===== src/rtl/score_plotter_if.sv =====
// score_plotter_if: start/score request, renderer handshake and VGA write bundle.
// slave = the plotter's view; master = the surrounding game control / renderer / VGA side.
interface score_plotter_if;
    logic        start;
    logic [9:0]  score;
    logic [3:0]  scale;
    logic        busy;
    logic        done;
    logic        rend_draw_en;
    logic        rend_ld_en;
    logic        rend_pause;
    logic [9:0]  rend_score;
    logic        rend_done;
    logic [5:0]  rend_offset;
    logic [1:0]  rend_digit_offset;
    logic [63:0] rend_bitarray;
    logic [7:0]  x;
    logic [6:0]  y;
    logic [2:0]  colour;
    logic        plot;

    modport slave (
        input  start, score, scale, rend_done, rend_offset, rend_digit_offset, rend_bitarray,
        output busy, done, rend_draw_en, rend_ld_en, rend_pause, rend_score, x, y, colour, plot
    );

    modport master (
        output start, score, scale, rend_done, rend_offset, rend_digit_offset, rend_bitarray,
        input  busy, done, rend_draw_en, rend_ld_en, rend_pause, rend_score, x, y, colour, plot
    );
endinterface


===== src/rtl/score_plotter.sv =====
// score_plotter: drives the digit renderer and expands each glyph bit into a scale x scale block of VGA writes.
// Optional macro SCORE_PLOTTER_TRANSPARENT_EN: clear glyph bits are skipped (plot = 0) instead of painted BG_COLOUR.
module score_plotter #(
    parameter logic [7:0] X_ORIGIN    = 8'd4,
    parameter logic [6:0] Y_ORIGIN    = 7'd4,
    parameter logic [3:0] DIGIT_PITCH = 4'd10,
    parameter logic [2:0] FG_COLOUR   = 3'b111,
    parameter logic [2:0] BG_COLOUR   = 3'b000
) (
    input  logic           clk,
    input  logic           resetn,
    score_plotter_if.slave bus
);

    typedef enum logic [2:0] {
        S_IDLE      = 3'd0,
        S_LOAD      = 3'd1,
        S_DRAW      = 3'd2,
        S_WAIT_DONE = 3'd3,
        S_FIN       = 3'd4
    } state_t;

    function automatic logic [3:0] f_norm_scale(input logic [3:0] s);
        case (s)
            4'd1, 4'd2, 4'd4, 4'd8: f_norm_scale = s;
            default:               f_norm_scale = 4'd1;
        endcase
    endfunction

    function automatic logic [1:0] f_digit_count(input logic [9:0] v);
        if (v > 10'd99) begin
            f_digit_count = 2'd3;
        end else if (v > 10'd9) begin
            f_digit_count = 2'd2;
        end else begin
            f_digit_count = 2'd1;
        end
    endfunction

    state_t      r_state;
    state_t      w_state_nx;
    logic [9:0]  r_score;
    logic [3:0]  r_scale;
    logic [1:0]  r_ndig;
    logic [2:0]  r_sx;
    logic [2:0]  r_sy;
    logic [2:0]  w_sx_nx;
    logic [2:0]  w_sy_nx;
    logic [2:0]  w_smax;
    logic        r_draw_en;
    logic        r_ld_en;
    logic        r_pause;
    logic        r_busy;
    logic        r_done;
    logic        w_draw_en_nx;
    logic        w_ld_en_nx;
    logic        w_pause_nx;
    logic        w_busy_nx;
    logic        w_done_nx;
    logic [7:0]  r_x;
    logic [6:0]  r_y;
    logic [2:0]  r_colour;
    logic        r_plot;
    logic        w_sub_last;
    logic        w_glyph_last;
    logic        w_pix_bit;
    logic [2:0]  w_row;
    logic [2:0]  w_col;
    logic [7:0]  w_x;
    logic [6:0]  w_y;

    assign w_smax       = 3'(r_scale - 4'd1);
    assign w_row        = bus.rend_offset[5:3];
    assign w_col        = bus.rend_offset[2:0];
    assign w_sub_last   = (r_sx == w_smax) && (r_sy == w_smax);
    assign w_glyph_last = (bus.rend_offset == 6'd63) && (bus.rend_digit_offset == (r_ndig - 2'd1));
    assign w_pix_bit    = bus.rend_bitarray[6'd63 - bus.rend_offset];

    // Pixel position is formed in 9 bits; the maximum fits the port widths, so truncation is lossless.
    assign w_x = 8'(9'(X_ORIGIN) + 9'(bus.rend_digit_offset) * 9'(DIGIT_PITCH) * 9'(r_scale)
                    + 9'(w_col) * 9'(r_scale) + 9'(r_sx));
    assign w_y = 7'(9'(Y_ORIGIN) + 9'(w_row) * 9'(r_scale) + 9'(r_sy));

    // Sub-pixel counters: sx steps first, sy advances when sx wraps.
    always_comb begin
        w_sx_nx = 3'd0;
        w_sy_nx = 3'd0;
        if (r_state == S_DRAW) begin
            if (r_sx == w_smax) begin
                w_sx_nx = 3'd0;
                if (r_sy == w_smax) begin
                    w_sy_nx = 3'd0;
                end else begin
                    w_sy_nx = r_sy + 3'd1;
                end
            end else begin
                w_sx_nx = r_sx + 3'd1;
                w_sy_nx = r_sy;
            end
        end else begin
            w_sx_nx = 3'd0;
            w_sy_nx = 3'd0;
        end
    end

    // Next state, and renderer controls decoded from it so they can be registered.
    always_comb begin
        w_state_nx   = r_state;
        w_draw_en_nx = 1'b0;
        w_ld_en_nx   = 1'b0;
        w_pause_nx   = 1'b0;
        w_busy_nx    = 1'b0;
        w_done_nx    = 1'b0;
        case (r_state)
            S_IDLE: begin
                if (bus.start) begin
                    w_state_nx = S_LOAD;
                end else begin
                    w_state_nx = S_IDLE;
                end
            end
            S_LOAD:      w_state_nx = S_DRAW;
            S_DRAW: begin
                if (w_sub_last && w_glyph_last) begin
                    w_state_nx = S_WAIT_DONE;
                end else begin
                    w_state_nx = S_DRAW;
                end
            end
            S_WAIT_DONE: begin
                if (bus.rend_done) begin
                    w_state_nx = S_FIN;
                end else begin
                    w_state_nx = S_WAIT_DONE;
                end
            end
            S_FIN:       w_state_nx = S_IDLE;
            default:     w_state_nx = S_IDLE;
        endcase

        case (w_state_nx)
            S_LOAD: begin
                w_draw_en_nx = 1'b1;
                w_ld_en_nx   = 1'b1;
                w_pause_nx   = 1'b1;
                w_busy_nx    = 1'b1;
            end
            S_DRAW: begin
                w_draw_en_nx = 1'b1;
                w_pause_nx   = !((w_sx_nx == w_smax) && (w_sy_nx == w_smax));
                w_busy_nx    = 1'b1;
            end
            S_WAIT_DONE: begin
                w_draw_en_nx = 1'b1;
                w_busy_nx    = 1'b1;
            end
            S_FIN: begin
                w_done_nx = 1'b1;
                w_busy_nx = 1'b1;
            end
            default: begin
                w_draw_en_nx = 1'b0;
                w_busy_nx    = 1'b0;
            end
        endcase
    end

    // State, counters, latched request and registered control outputs.
    always_ff @(posedge clk or negedge resetn) begin
        if (!resetn) begin
            r_state   <= S_IDLE;
            r_sx      <= 3'd0;
            r_sy      <= 3'd0;
            r_score   <= 10'd0;
            r_scale   <= 4'd0;
            r_ndig    <= 2'd0;
            r_draw_en <= 1'b0;
            r_ld_en   <= 1'b0;
            r_pause   <= 1'b0;
            r_busy    <= 1'b0;
            r_done    <= 1'b0;
        end else begin
            r_state   <= w_state_nx;
            r_sx      <= w_sx_nx;
            r_sy      <= w_sy_nx;
            r_draw_en <= w_draw_en_nx;
            r_ld_en   <= w_ld_en_nx;
            r_pause   <= w_pause_nx;
            r_busy    <= w_busy_nx;
            r_done    <= w_done_nx;
            if ((r_state == S_IDLE) && bus.start) begin
                r_score <= bus.score;
                r_scale <= f_norm_scale(bus.scale);
                r_ndig  <= f_digit_count(bus.score);
            end
        end
    end

    // VGA write register: one pixel per DRAW cycle, visible the following cycle.
    always_ff @(posedge clk or negedge resetn) begin
        if (!resetn) begin
            r_x      <= 8'd0;
            r_y      <= 7'd0;
            r_colour <= 3'd0;
            r_plot   <= 1'b0;
        end else if (r_state == S_DRAW) begin
            r_x      <= w_x;
            r_y      <= w_y;
            r_colour <= w_pix_bit ? FG_COLOUR : BG_COLOUR;
`ifdef SCORE_PLOTTER_TRANSPARENT_EN
            r_plot   <= w_pix_bit;
`else
            r_plot   <= 1'b1;
`endif
        end else begin
            r_plot   <= 1'b0;
        end
    end

    assign bus.busy         = r_busy;
    assign bus.done         = r_done;
    assign bus.rend_draw_en = r_draw_en;
    assign bus.rend_ld_en   = r_ld_en;
    assign bus.rend_pause   = r_pause;
    assign bus.rend_score   = r_score;
    assign bus.x            = r_x;
    assign bus.y            = r_y;
    assign bus.colour       = r_colour;
    assign bus.plot         = r_plot;

endmodule


===== src/flat_wrapper.sv =====
// flat-port wrapper written by rule: the top's interface ports become plain ports
module score_plotter_flat 
#(
    parameter logic [7:0] X_ORIGIN    = 8'd4,
    parameter logic [6:0] Y_ORIGIN    = 7'd4,
    parameter logic [3:0] DIGIT_PITCH = 4'd10,
    parameter logic [2:0] FG_COLOUR   = 3'b111,
    parameter logic [2:0] BG_COLOUR   = 3'b000
)
  (clk, resetn, bus_start, bus_score, bus_scale, bus_rend_done, bus_rend_offset, bus_rend_digit_offset, bus_rend_bitarray, bus_busy, bus_done, bus_rend_draw_en, bus_rend_ld_en, bus_rend_pause, bus_rend_score, bus_x, bus_y, bus_colour, bus_plot);
  score_plotter_if bus_i ();
  input  logic clk;
  input  logic resetn;
  input wire logic [$bits(bus_i.start)-1:0] bus_start;
  input wire logic [$bits(bus_i.score)-1:0] bus_score;
  input wire logic [$bits(bus_i.scale)-1:0] bus_scale;
  input wire logic [$bits(bus_i.rend_done)-1:0] bus_rend_done;
  input wire logic [$bits(bus_i.rend_offset)-1:0] bus_rend_offset;
  input wire logic [$bits(bus_i.rend_digit_offset)-1:0] bus_rend_digit_offset;
  input wire logic [$bits(bus_i.rend_bitarray)-1:0] bus_rend_bitarray;
  output wire logic [$bits(bus_i.busy)-1:0] bus_busy;
  output wire logic [$bits(bus_i.done)-1:0] bus_done;
  output wire logic [$bits(bus_i.rend_draw_en)-1:0] bus_rend_draw_en;
  output wire logic [$bits(bus_i.rend_ld_en)-1:0] bus_rend_ld_en;
  output wire logic [$bits(bus_i.rend_pause)-1:0] bus_rend_pause;
  output wire logic [$bits(bus_i.rend_score)-1:0] bus_rend_score;
  output wire logic [$bits(bus_i.x)-1:0] bus_x;
  output wire logic [$bits(bus_i.y)-1:0] bus_y;
  output wire logic [$bits(bus_i.colour)-1:0] bus_colour;
  output wire logic [$bits(bus_i.plot)-1:0] bus_plot;
  assign bus_i.start = bus_start;
  assign bus_i.score = bus_score;
  assign bus_i.scale = bus_scale;
  assign bus_i.rend_done = bus_rend_done;
  assign bus_i.rend_offset = bus_rend_offset;
  assign bus_i.rend_digit_offset = bus_rend_digit_offset;
  assign bus_i.rend_bitarray = bus_rend_bitarray;
  assign bus_busy = bus_i.busy;
  assign bus_done = bus_i.done;
  assign bus_rend_draw_en = bus_i.rend_draw_en;
  assign bus_rend_ld_en = bus_i.rend_ld_en;
  assign bus_rend_pause = bus_i.rend_pause;
  assign bus_rend_score = bus_i.rend_score;
  assign bus_x = bus_i.x;
  assign bus_y = bus_i.y;
  assign bus_colour = bus_i.colour;
  assign bus_plot = bus_i.plot;
  score_plotter #(.X_ORIGIN(X_ORIGIN), .Y_ORIGIN(Y_ORIGIN), .DIGIT_PITCH(DIGIT_PITCH), .FG_COLOUR(FG_COLOUR), .BG_COLOUR(BG_COLOUR)) u_core (.clk(clk), .resetn(resetn), .bus(bus_i));
endmodule

===== config.mk =====
export PLATFORM = sky130hd
export DESIGN_NAME = score_plotter_flat
export DESIGN_NICKNAME = d
export VERILOG_FILES = /design/src/rtl/score_plotter_if.sv /design/src/rtl/score_plotter.sv /design/src/flat_wrapper.sv
export SDC_FILE = /design/constraint.sdc
export NUM_CORES = 1
export LEC_CHECK = 0
export ABC_CLOCK_PERIOD_IN_PS = 10900
export CAP_MARGIN = 10
export CORE_ASPECT_RATIO = 0.5
export CORE_UTILIZATION = 50
export CTS_BUF_LIST = sky130_fd_sc_hd__clkbuf_16
export DETAILED_ROUTE_END_ITERATION = 8
export PLACE_DENSITY = 0.86
export SLEW_MARGIN = 10
export SYNTH_ARGS = -nofsm -noshare
export SYNTH_HDL_FRONTEND = slang
export SYNTH_SLANG_ARGS = --single-unit

===== constraint.sdc =====
create_clock -name clk -period 10.9 [get_ports clk]
set_input_delay 2.18 -clock clk [delete_from_list [all_inputs] [get_ports clk]]
set_output_delay 2.18 -clock clk [all_outputs]
set_load 0.02 [all_outputs]

==> results of run 1 <==
## sequential cells by signal, summed over array words and instances (netlist names)
| signal | flops |
|---|---|
| u_core.bus.busy | 1 |
| u_core.bus.colour | 1 |
| u_core.bus.done | 1 |
| u_core.bus.plot | 1 |
| u_core.bus.rend_draw_en | 1 |
| u_core.bus.rend_ld_en | 1 |
| u_core.bus.rend_pause | 1 |
| u_core.bus.rend_score | 10 |
| u_core.bus.x | 8 |
| u_core.bus.y | 7 |
| u_core.r_ndig | 2 |
| u_core.r_scale | 4 |
| u_core.r_state | 3 |
| u_core.r_sx | 3 |
| u_core.r_sy | 3 |
## routing by layer
layer,routed length [µm],vias to the layer above,track usage
li1,-,1689,-
met1,4300,1682,0.308
met2,4900,122,0.434
met3,679,9,0.0383
met4,92,0,0.0560
met5,0,-,0
## tightest hold or removal path: stages, from the launching register on
cell and delay (ns):
dfrtp_1 0.34, nand2_1 0.04, o21ai_0 0.06
## cell usage after synthesis (all sizes together), types with 12 or more instances
cell type   n  area [µm²]
ha         42         526
inv        53         199
o21ai      21         109
nor2       20        75.1
nand2      48         180
mux4       17         383
and2       16         100
mux2       12         135
fa         18         360
xnor2      13         114
dfrtp      47        1180
xor2       13         129
## area by class of cell
| cell class | instances | share of cell area |
|---|---|---|
| Tap cell | 112 | 0.0246 |
| Inverter | 54 | 0.0356 |
| Clock inverter | 3 | 0.00836 |
| Sequential cell | 47 | 0.207 |
| Multi-Input combinational cell | 308 | 0.485 |
| Timing Repair Buffer | 125 | 0.218 |
| Clock buffer | 5 | 0.0220 |
## report_power, final
| group | total, mW | internal, mW | switching (mW) |
|---|---|---|---|
| sequential | 0.308 | 0.246 | 0.0621 |
| clock | 0.181 | 0.110 | 0.0712 |
| combinational | 0.840 | 0.387 | 0.453 |
| total | 1.33 | 0.743 | 0.586 |
## final timing paths
path | startpoint | endpoint | slack (ns) | cells after the start
hold / removal | u_core.bus.y[6] | u_core.bus.y[6] | 0.48 | 2
setup reg to reg | u_core.r_scale[3] | u_core.bus.x[7] | 6.30 | 15
min in group asynchronous | resetn | u_core.r_sy[1] | 2.06 | 1
hold reg to reg | u_core.bus.y[6] | u_core.bus.y[6] | 0.48 | 2
max in group asynchronous | resetn | u_core.r_scale[0] | 8.19 | 1
setup / recovery | bus_rend_digit_offset[0] | u_core.bus.x[7] | 4.38 | 16
## kinds of logic after synthesis
| family | after synthesis |
|---|---|
| mux | 38 |
| flops | 47 |
| xor+xnor | 27 |
| simple gates | 121 |
| buf+inv | 73 |
| fa+ha+maj | 60 |
| compound gates | 62 |
==> impl_results.md, run 1 <==
* Number of cell rows at 23
* Register area at 1180 µm²
* Core outline area at between 8000 and 9000 µm²
* Final instance area at around 5700 µm²
* Mean post-synth cell area at ~9.9 µm²
* Fraction of the mapped netlist area in simple logic gates at 0.141
* Setup slack at placement at 4.10 ns
* Max-slew violations at 0
* Multiplexer area fraction after synthesis at 0.143
* Power density cells at 234 nW/µm²
* Pleak at between 2 and 3 nW
* FF+latch count, synth at 47
* EDFF count, synth at 0
* Worst-path cell chain: clkdlybuf4s50_1 -> and2_1 -> inv_1 -> fa_1 -> inv_1 -> fa_1 -> inv_1 -> fa_1 -> fa_1 -> inv_1 -> ha_1 -> ha_1 -> a21o_1 -> o211a_1 -> or3_1 -> a31oi_1
* RSZ-0062 raised after global routing: no
* Crit path max-delay family: adder cells
* Max Freq at around 0.15 GHz
* Synth unique cells at 56
* Max-cap viol count at 0
* Num ports at roughly 120
* Vias at 3502
* Slowest stage delay, CP at between 0.5 and 0.6 ns
* Largest family of logic cells by synthesized area: adder cells
* Crit path kind: input port to flip-flop
* Die width at between 100 and 150 µm
* Global-route wire length before repair at 16.7 mm
* Utilization after layout at 0.701
* Peak supply drop at 0.141 mV
* # setup viols final at 0
* # hold bufs at CTS at 0
* Clock buffers created by TritonCTS at 5
* Final worst-path setup slack at about 4.4 ns
* WP buf/inv at 5
* Cells after Synth at between 400 and 500
* Clk root buf: clkbuf_16
* Compound-Gate Fraction of Synth Area at 0.0931
* Status: completed
* Register area share after synthesis at 0.277
* Antenna violations before repair at 0
* Clock latency on the worst-skew pair at ~0.29 ns
* Final Critical Period at around 6.5 ns
* Top_reg_cell synth: dfrtp_1
* Maximum fanout along the worst path at 6
* DPL Wire Length at just under 8 mm
* Share of cells above drive strength 1 at 0.0849
* GP Congestion at ~0.8
* Endpoints failing hold at 0
* Starting Density at 0.523
* GRT Total Usage at 0.239
* Type of origin of the critical path: input port
* Nets at 691
* TritonCTS clock tree: done
* Crit end category: flip-flop
* Synth warn at 0
* Initial drt markers at 142
* Clock skew at 0.00625 ns
* Post-CTS setup buffer count at 0
* Worst hold-check path type: flip-flop to flip-flop
* Post-synthesis xor/xnor area fraction at 0.0625
* Data arrival, critical path at roughly 6.7 ns
* Commonest non-fill, non-tap cell in the layout: clkdlybuf4s50_1
* Hold Worst Slack at just under 0.5 ns
* # H-tree levels at 2
* Post-CTS resize count at 0
* Initial DRT Pass Iterations at 4
* Die area at approximately 8900 µm²
* Clock-pin slew on the worst setup and hold paths at roughly 0.070 ns
* Measured slew at the worst slew-check pin at just over 1 ns
* Ant diodes at 0
* FILL cells at 579
* Commonest cells after routing, fill and taps aside: clkdlybuf4s50_1, inv_1, nand2_1, dfrtp_1, ha_1
* Vias in the first global route at roughly 3.5k
* Setup TNS at 0 ns
* Layout Cells excl Fill at around 650
* Die Ht at around 67 µm
* Final worst path period share at 0.598
* I/O Buffers at ~120
* Adder-cell share of the synthesized area at 0.209
* Overall Power at about 1.3 mW
* Area of the multi-input gates at 2760 µm²
* Vias per cell at 5.35
* CTS Sinks at 47
* Mapped Nets at about 580
* CP max stage cell: clkdlybuf4s50_1
* DP Area at between 5000 and 6000 µm²
* Slew margin rel. at 0.311
* Wirelength, routed at about 10 mm
* Gr ovfl total at 0
* Largest buffer count on any clock path at 2
* DR DRC count at 0
* Pin count of the biggest net entering global routing at 48
* Area Overhead vs Synth at 34.0%
* Async SR Flop Fraction at 1.00
* DR WL/cell at roughly 15 µm
* Critical Path RT at about 11 ns
* Placed cells at 646
* DRT antenna net count at 0
* Mapped Area at 4250 µm²
Note: power is estimated with default switching activity, not from simulation.
==> inputs of run 2 (changes only) <==
- ABC_CLOCK_PERIOD_IN_PS: 10900 -> 6000
- CORE_UTILIZATION: 50 -> 49
- PLACE_DENSITY: 0.86 -> 0.84
- clock period: 10.9 -> 6 ns (I/O delays scaled with it)
==> run 2 against run 1 <==
Wire length grew 1.1%; via count grew 1.7%; core utilization shrank 0.60 points; register-to-register slack lost 4.9 ns; critical path type unchanged.
==> impl_results.md, run 2 (synthesis results as in run 1) <==
* Die width at 134 µm (+1.0%)
* Worst-path cell chain: clkdlybuf4s50_1 -> and2_1 -> inv_1 -> fa_1 -> inv_1 -> fa_1 -> inv_1 -> fa_1 -> fa_1 -> inv_1 -> ha_1 -> ha_1 -> a21o_1 -> o211a_1 -> or3_1 -> a31oi_1
* Vias in the first global route at 3710 (+5.9%)
* DPL Wire Length at 8.08 mm (+1.8%)
* Global-route wire length before repair at 17.1 mm (+2.5%)
* CP max stage cell: fa_1
* Die Ht at 67.8 µm (+0.98%)
* Core outline area at 8200 µm² (+1.1%)
* Slowest stage delay, CP at 0.56 ns (about the same)
* Top sig layer: met4
* Peak supply drop at 0.208 mV (+48%)
* Crit path kind: input port to flip-flop
* Clock-pin slew on the worst setup and hold paths at 0.06 ns (about the same)
* Initial drt markers at 167 (+18%)
* Crit end category: flip-flop
* Vias per cell at 5.43 (+1.3%)
* DP Area at 5530 µm² (+0.23%)
* Maximum fanout along the worst path at 6 (unchanged)
* DR WL/cell at 15.4 µm (+0.79%)
* GP Congestion at 0.826 (+1.2%)
* Data arrival, critical path at 5.75 ns (-0.98 ns)
* Type of origin of the critical path: input port
* # hold bufs at CTS at 0 (unchanged)
* Hold Worst Slack at 0.484 ns (+0.00366 ns)
* Clock skew at 0.00605 ns (-0.000204 ns)
* Pin count of the biggest net entering global routing at 48 (unchanged)
* CTS Sinks at 47 (unchanged)
* TritonCTS clock tree: done
* Wirelength, routed at 10.1 mm (+1.1%)
* Wire length on met3 at 678 µm (-0.15%)
* Num ports at 124 (unchanged)
* Nets at 693 (+0.29%)
* GRT Total Usage at 0.244 (+0.00458)
* Final Critical Period at between 5 and 6 ns
* Critical Path RT at 6.22 ns (-4.89 ns)
* Clock latency on the worst-skew pair at 0.29 ns (about the same)
* Die area at 9070 µm² (+2.0%)
* I/O Buffers at 123 (unchanged)
* Power density cells at 423 nW/µm² (+81%)
* Setup TNS at 0 ns (unchanged)
* Endpoints failing hold at 0 (unchanged)
* Vias at 3560 (+1.7%)
* # H-tree levels at 2 (unchanged)
* Post-CTS resize count at 0 (unchanged)
* # setup viols final at 0 (unchanged)
* Ant diodes at 0 (unchanged)
* Overall Power at 2.41 mW (+81%)
* Post-CTS setup buffer count at 0 (unchanged)
* Largest buffer count on any clock path at 2 (unchanged)
* Register area at 1180 µm² (unchanged)
* Clk root buf: clkbuf_16
* Commonest non-fill, non-tap cell in the layout: clkdlybuf4s50_1
* DR DRC count at 0 (unchanged)
* Clock buffers created by TritonCTS at 5 (unchanged)
* Metal2 WL at 4.95 mm (+1.0%)
* Final worst path period share at 0.922
* Initial DRT Pass Iterations at 6 (+2)
* Worst hold-check path type: flip-flop to flip-flop
* Largest register FFs at 10 (unchanged)
* Slew margin rel. at 0.294 (-0.0177)
* Area of the multi-input gates at 2760 µm² (about the same)
* Max-cap viol count at 0 (unchanged)
* Commonest cells after routing, fill and taps aside: clkdlybuf4s50_1, inv_1, nand2_1, dfrtp_1, ha_1
* Share of cells above drive strength 1 at 0.0864 (+0.00153)
* RSZ-0062 raised after global routing: no
* Area Overhead vs Synth at 34.3%
* WL met1 at 4.24 mm (-1.3%)
* Status: completed
* Starting Density at 0.518 (-0.00551)
* FILL cells at 614 (+6.0%)
* Number of cell rows at 23 (unchanged)
* Max Freq at about 0.18 GHz
* DRT antenna net count at 0 (unchanged)
* Measured slew at the worst slew-check pin at 1.06 ns (+0.0265 ns)
* Final instance area at 5700 µm² (+0.20%)
* Max-slew violations at 0 (unchanged)
* Gr ovfl total at 0 (unchanged)
* Antenna violations before repair at 0 (unchanged)
* Pleak at 2.68 nW (+0.24%)
## run 2: changes by cell type in the layout (fill, tap and decap cells not counted)
cell	change
nor2_2	-1
nor2_1	+1
clkinv_4	-1
clkinvlp_4	+1
buf_4	+2
## run 2: final timing paths
check | end | from | cells past startpoint | slack [ns]
max | u_core.bus.x[7] | bus_rend_digit_offset[0] | 16 | 0.47
min | u_core.bus.y[5] | u_core.bus.y[5] | 2 | 0.48
max reg2reg | u_core.bus.x[7] | u_core.r_scale[2] | 14 | 1.37
min reg2reg | u_core.bus.y[5] | u_core.bus.y[5] | 2 | 0.48
max in group asynchronous | u_core.bus.y[6] | resetn | 1 | 4.25
min in group asynchronous | u_core.bus.x[5] | resetn | 1 | 1.10
## run 2: critical path: cells and delay by family
| family | cells | cell delay (ns) |
|---|---|---|
| and+or+nand+nor | 2 | 0.50 |
| adders and majority gates | 6 | 2.69 |
| AOI/OAI and AO/OA | 3 | 0.57 |
| buffers and inverters | 5 | 0.78 |
## run 2: area by class of cell
type                       count  area share
multi-input combinational    308       0.483
timing repair buffer         127       0.220
sequential                    47       0.206
inverter                      54      0.0355
tap                          112      0.0246
clock buffer                   5      0.0219
clock inverter                 3     0.00812
## run 2: through the flow
stage / setup WS [ns] / util / std cells
CTS: 0.469 / 0.695 / 656
global route: 0.297 / 0.695 / 656
detailed placement: 0.173 / 0.674 / 648
finish: 0.469 / 0.695 / 656
global placement: 0.273 / 0.674 / 648
floorplan: 0.910 / - / 428
## run 2: layer usage
layer / vias to the layer above / track usage
met5: - / 0
met4: 0 / 0.0994
met3: 23 / 0.0615
met2: 130 / 0.436
met1: 1715 / 0.290
li1: 1692 / -
## run 2: power breakdown
group / switching (mW) / internal (mW)
Sequential: 0.112 / 0.446
Clock: 0.125 / 0.198
Combinational: 0.821 / 0.708
